`config.mk`:
```
export PLATFORM = sky130hd
export DESIGN_NAME = reg_write_port
export DESIGN_NICKNAME = d
export VERILOG_FILES = /design/src/rtl/reg_write_port.sv
export SDC_FILE = /design/constraint.sdc
export NUM_CORES = 1
export LEC_CHECK = 0
export CAP_MARGIN = 10
export CORE_MARGIN = 5
export CORE_UTILIZATION = 30
export DETAILED_ROUTE_END_ITERATION = 7
export HOLD_SLACK_MARGIN = 0.06
export SLEW_MARGIN = 10
export SYNTH_ARGS = -nofsm -noshare
export SYNTH_HDL_FRONTEND = slang
export SYNTH_SLANG_ARGS = --single-unit
```
`constraint.sdc`:
```
create_clock -name clk -period 2.9 [get_ports clk]
set_input_delay 0.58 -clock clk [delete_from_list [all_inputs] [get_ports clk]]
set_output_delay 0.58 -clock clk [all_outputs]
set_load 0.05 [all_outputs]
```
`src/rtl/reg_write_port.sv`:
```
// reg_write_port: merges the MEM/WB stream and a buffered multi-cycle producer onto the register-file write port
module reg_write_port #(
    parameter int DEPTH        = 4,
    parameter int STARVE_LIMIT = 8
) (
    input  logic        clk,
    input  logic        rst,
    input  logic        pipe_valid,
    input  logic [4:0]  pipe_rd,
    input  logic [31:0] pipe_data,
    input  logic        mc_valid,
    output logic        mc_ready,
    input  logic [4:0]  mc_rd,
    input  logic [31:0] mc_data,
    output logic        regWrite,
    output logic [4:0]  A3,
    output logic [31:0] WD,
    output logic        pipe_hold,
    input  logic [4:0]  q_rs1,
    input  logic [4:0]  q_rs2,
    output logic        q_hit1,
    output logic        q_hit2,
    output logic [31:0] q_data1,
    output logic [31:0] q_data2
);
    localparam int AW = $clog2(DEPTH);
    localparam int CW = AW + 1;
    localparam int SW = $clog2(STARVE_LIMIT + 1);

    logic [4:0]    rd_mem   [DEPTH];
    logic [31:0]   data_mem [DEPTH];
    logic [AW-1:0] rd_ptr;
    logic [AW-1:0] wr_ptr;
    logic [CW-1:0] count;
    logic [SW-1:0] starve;
    logic [AW-1:0] idx;
    logic          pipe_go;
    logic          pop;
    logic          push;

    // The pipe always wins; rd=0 on either source is a discarded write.
    assign pipe_go   = pipe_valid && (pipe_rd != 5'd0);
    assign pop       = !pipe_go && (count != '0);
    assign mc_ready  = !rst && (count < CW'(DEPTH));
    assign push      = mc_valid && mc_ready && (mc_rd != 5'd0);
    assign pipe_hold = (starve == SW'(STARVE_LIMIT));

    // FIFO bookkeeping and starvation counter; reset drops all buffered entries.
    always_ff @(posedge clk or posedge rst) begin
        if (rst) begin
            rd_ptr <= '0;
            wr_ptr <= '0;
            count  <= '0;
            starve <= '0;
        end else begin
            rd_ptr <= pop ? rd_ptr + AW'(1) : rd_ptr;
            wr_ptr <= push ? wr_ptr + AW'(1) : wr_ptr;
            count  <= count + CW'(push) - CW'(pop);
            starve <= (pop || count == '0) ? '0 : (pipe_hold ? starve : starve + SW'(1));
        end
    end

    // Entry storage needs no reset: validity comes from count alone.
    always_ff @(posedge clk) begin
        if (push) begin
            rd_mem[wr_ptr]   <= mc_rd;
            data_mem[wr_ptr] <= mc_data;
        end
    end

    // Registered write port; address and data hold when idle.
    always_ff @(posedge clk or posedge rst) begin
        if (rst) begin
            regWrite <= 1'b0;
            A3       <= '0;
            WD       <= '0;
        end else begin
            regWrite <= pipe_go || pop;
            A3       <= pipe_go ? pipe_rd : (pop ? rd_mem[rd_ptr] : A3);
            WD       <= pipe_go ? pipe_data : (pop ? data_mem[rd_ptr] : WD);
        end
    end

    // Hazard lookup, oldest to youngest so the youngest match overrides.
    always_comb begin
        q_hit1  = 1'b0;
        q_hit2  = 1'b0;
        q_data1 = '0;
        q_data2 = '0;
        idx     = '0;
        for (int i = 0; i < DEPTH; i++) begin
            idx = rd_ptr + AW'(i);
            if (CW'(i) < count) begin
                if (q_rs1 != 5'd0 && rd_mem[idx] == q_rs1) begin
                    q_hit1  = 1'b1;
                    q_data1 = data_mem[idx];
                end
                if (q_rs2 != 5'd0 && rd_mem[idx] == q_rs2) begin
                    q_hit2  = 1'b1;
                    q_data2 = data_mem[idx];
                end
            end
        end
    end
endmodule

```
==> results of run 1 <==
## tightest hold or removal path, stage by stage
cell	delay [ns]
clkdlybuf4s50_1	0.45
inv_2	0.08
buf_4	0.31
## flip-flops by register name (all words and copies together) (netlist names)
| signal | flops |
|---|---|
| rd_ptr | 2 |
| A3 | 5 |
| WD | 32 |
| starve | 4 |
| count | 3 |
| regWrite | 1 |
| wr_ptr | 2 |
| data_mem | 128 |
| rd_mem | 20 |
## report_power, final
group | internal [mW] | switching [mW]
registers | 3.46 | 0.243
logic | 7.04 | 8.98
clock network | 1.12 | 1.18
total | 11.6 | 10.4
## worst max-delay path by stage
stage,end,slack (ns),start,depth (start not counted)
2_1_floorplan,q_hit1,-0.39,rd_ptr[0],9
3_3_place_gp,q_data2[0],-0.93,q_rs2[1],11
3_5_place_dp,q_data2[0],-0.94,q_rs2[1],11
4_1_cts,q_data1[27],-1.07,rd_ptr[0],9
5_1_grt,q_data2[4],-1.16,rd_ptr[0],11
6_report,q_data1[27],-1.03,rd_ptr[0],9
## kinds of logic (layout without fill, tap and decap cells)
family | after synthesis | after routing | share of synthesized area [%]
simple gates | 436 | 436 | 17.2
xor+xnor | 42 | 42 | 2.83
fa+ha+maj | 11 | 11 | 1.12
buf+inv | 140 | 535 | 4.72
mux | 185 | 185 | 17.0
flops | 197 | 197 | 43.7
compound gates | 281 | 281 | 13.4
## cell usage in the layout, fill, tap and decap left out, types with 20 or more instances in the layout
cell type | synthesis | final
o21ai_0 | 52 | 51
mux2i_1 | 119 | 119
and3_1 | 30 | 30
o31ai_4 | 0 | 32
nor2_1 | 90 | 81
nor3_2 | 1 | 20
a211oi_4 | 0 | 32
xnor2_1 | 36 | 28
clkdlybuf4s50_1 | 0 | 125
and2_1 | 57 | 51
mux2_2 | 42 | 42
buf_4 | 3 | 229
nand2_1 | 93 | 92
mux4_2 | 24 | 24
edfxtp_1 | 148 | 148
dfrtp_1 | 49 | 47
nor3_1 | 85 | 50
a31oi_2 | 0 | 28
nor2b_1 | 22 | 22
buf_6 | 6 | 58
buf_12 | 0 | 54
a21oi_1 | 91 | 91
a311oi_4 | 0 | 21
clkbuf_16 | 0 | 27
## per-layer routing
layer | vias up | global-route usage, % | part of all wire, %
met1 | 6039 | 26.2 | 42
met4 | 0 | 7.24 | 2.6
met5 | - | 0 | 0
met2 | 425 | 34.3 | 49
met3 | 81 | 4.04 | 5.8
li1 | 5607 | - | -
## per-stage QoR
stage / cells / util (%) / hold slack (ns)
after floorplan: 1292 / - / 0.502
after global placement: 2188 / 43.4 / 0.550
after detailed placement: 2188 / 43.4 / 0.566
after CTS: 2234 / 47.0 / 0.499
after global routing: 2272 / 49.4 / 0.558
final: 2272 / 49.4 / 0.521
## final cells by class
class | instances | area [µm²] | share of cell area, %
sequential | 197 | 5680 | 26.7
inverter | 15 | 58.8 | 0.277
tap | 585 | 732 | 3.45
clock inverter | 14 | 114 | 0.536
timing repair buffer | 488 | 5230 | 24.6
clock buffer | 18 | 429 | 2.02
multi-input combinational | 955 | 8990 | 42.3
## what timing repair did
item                                   4_1_cts  5_1_grt
setup endpoints to repair                   67       66
endpoints found under the hold margin        0        0
setup buffers                               10       26
pin swaps                                   29       37
gates resized for setup                    147       85
gates cloned                                 4       13
==> results_dict.tcl, run 1 <==
set metrics [dict create \
    finClkSkew_ns 0.0131 \
    max_freq_mhz 254 \
    synth_seq_cells 197 \
    vias 12152 \
    path_delay_family "simple AND/OR/NAND/NOR gates" \
    worst_pin_slew_ns 0.795 \
    path_class "reg2out" \
    finalHoldViolCount 0 \
    ys_warn_count 0 \
    worst-path-max-fanout 9 \
    avgSynthCellArea_um2 10.0 \
    violations "negative setup slack" \
    ir_drop_v 0.000658 \
    rows 76 \
    worstPathCellList "mux4_2, xor2_1, or4_4, buf_12, buf_4, nor3b_2, a31oi_2, a221oi_4, buf_12" \
    grt_pass1_vias 12296 \
    rr_worst_depth 8 \
    area_growth_pct 63.6 \
    cts_tree "done" \
    grt_antenna_before_repair 0 \
    cp_slowest_cell "mux4_2" \
    cts_hold_buffers 0 \
    post-place-ws_ns -0.940 \
    status "finished, violations left" \
    fp.dieW_um 218 \
    rsz0062_at_grt "true" \
    synth_top_area_cell "edfxtp_1" \
    ant_nets 0 \
    io_buffers 193 \
    drive_above_1_share_pct 40.8 \
    ff2ff_setup_slack_ns 0.38 \
    grt_usage_pct 20.4 \
    syn-num-nets 1391 \
    maxCapViolations 0 \
    yosysTopAreaCellShare_pct 34.2 \
    place_hpwl_um 32900 \
    critPathCaptureType "output port" \
    critPathMaxStageDelay_ns 0.56 \
    floorplan.initialDensity_pct 30.2 \
    crit_buf_inv 3 \
    fin_crit_ns 3.93 \
    clock_latency_ns 0.49 \
    cts.sinks 197 \
    htree_levels 4 \
    drv_slew 0 \
    nFillCells 3830 \
    hold_class "in2async" \
    drc 0 \
    slew_headroom_pct 46.5 \
    fin_nets 1773 \
    cts_root_buf "clkbuf_16" \
    async_flop_share_pct 24.9 \
    drt_iter0_drc 803 \
    firstDrtPassIters 5 \
    startpoint_type "flip-flop" \
    crit_top_cell "buf_12" \
    clockBufferDepth 2 \
    core_region_area_um2 43000 \
    worst_slack_ns -1.03 \
    seq_area_frac_synth_pct 43.7 \
    required_ns 2.32 \
    syn_area_um2 13000 \
    worstReg2RegStart "rd_ptr[0]" \
    wirelength_um 51700 \
    yosysMostFrequentCell "edfxtp_1" \
    p_per_area_nw_per_um2 1040 \
    fin_tns_setup_ns -63.74 \
    synth_edf_count 148 \
    numCtsBuffers 17 \
    synth.distinct_cells 46 \
    r2r-end "WD[7]" \
    synthCells 1292 \
    cp.arrival_ns 3.35 \
    setup_violations 66 \
    die-height_um 218 \
    insertedDiodeCount 0 \
    die_area_um2 47500 \
    wl_per_cell_um 22.8 \
    finalCritPeriodShare_pct 136 \
    fin_area_um2 21200 \
    synth_common_cells "148 x edfxtp_1, 119 x mux2i_1, 93 x nand2_1" \
    grt_max_degree 76 \
    grt-ovfl-total 0 \
    grt_pass1_wl_um 73600 \
    clk_pin_slew_ns 0.08 \
    finalPower_mw 22.0 \
    p_leak_nw 7.88 \
    synth-main-ff-cell "edfxtp_1" \
    drt-vias-per-instance 5.35 \
    io_pins 194 \
    gp_congestion 0.839 \
    place_area_um2 18700 \
    synth_area_leaders "edfxtp_1 34%, dfrtp_1 9.4%, mux2i_1 9.2%" \
]
(Power assumes the default switching activity.)
==> run 2: changes to the inputs <==
--- a/config.mk
+++ b/config.mk
@@ -10,7 +10,6 @@
 export CORE_UTILIZATION = 30
 export DETAILED_ROUTE_END_ITERATION = 7
 export HOLD_SLACK_MARGIN = 0.06
-export SLEW_MARGIN = 10
 export SYNTH_ARGS = -nofsm -noshare
 export SYNTH_HDL_FRONTEND = slang
 export SYNTH_SLANG_ARGS = --single-unit
==> results of run 2 <==
Same layout as run 1: the final DEF is identical, and so are final timing and power.
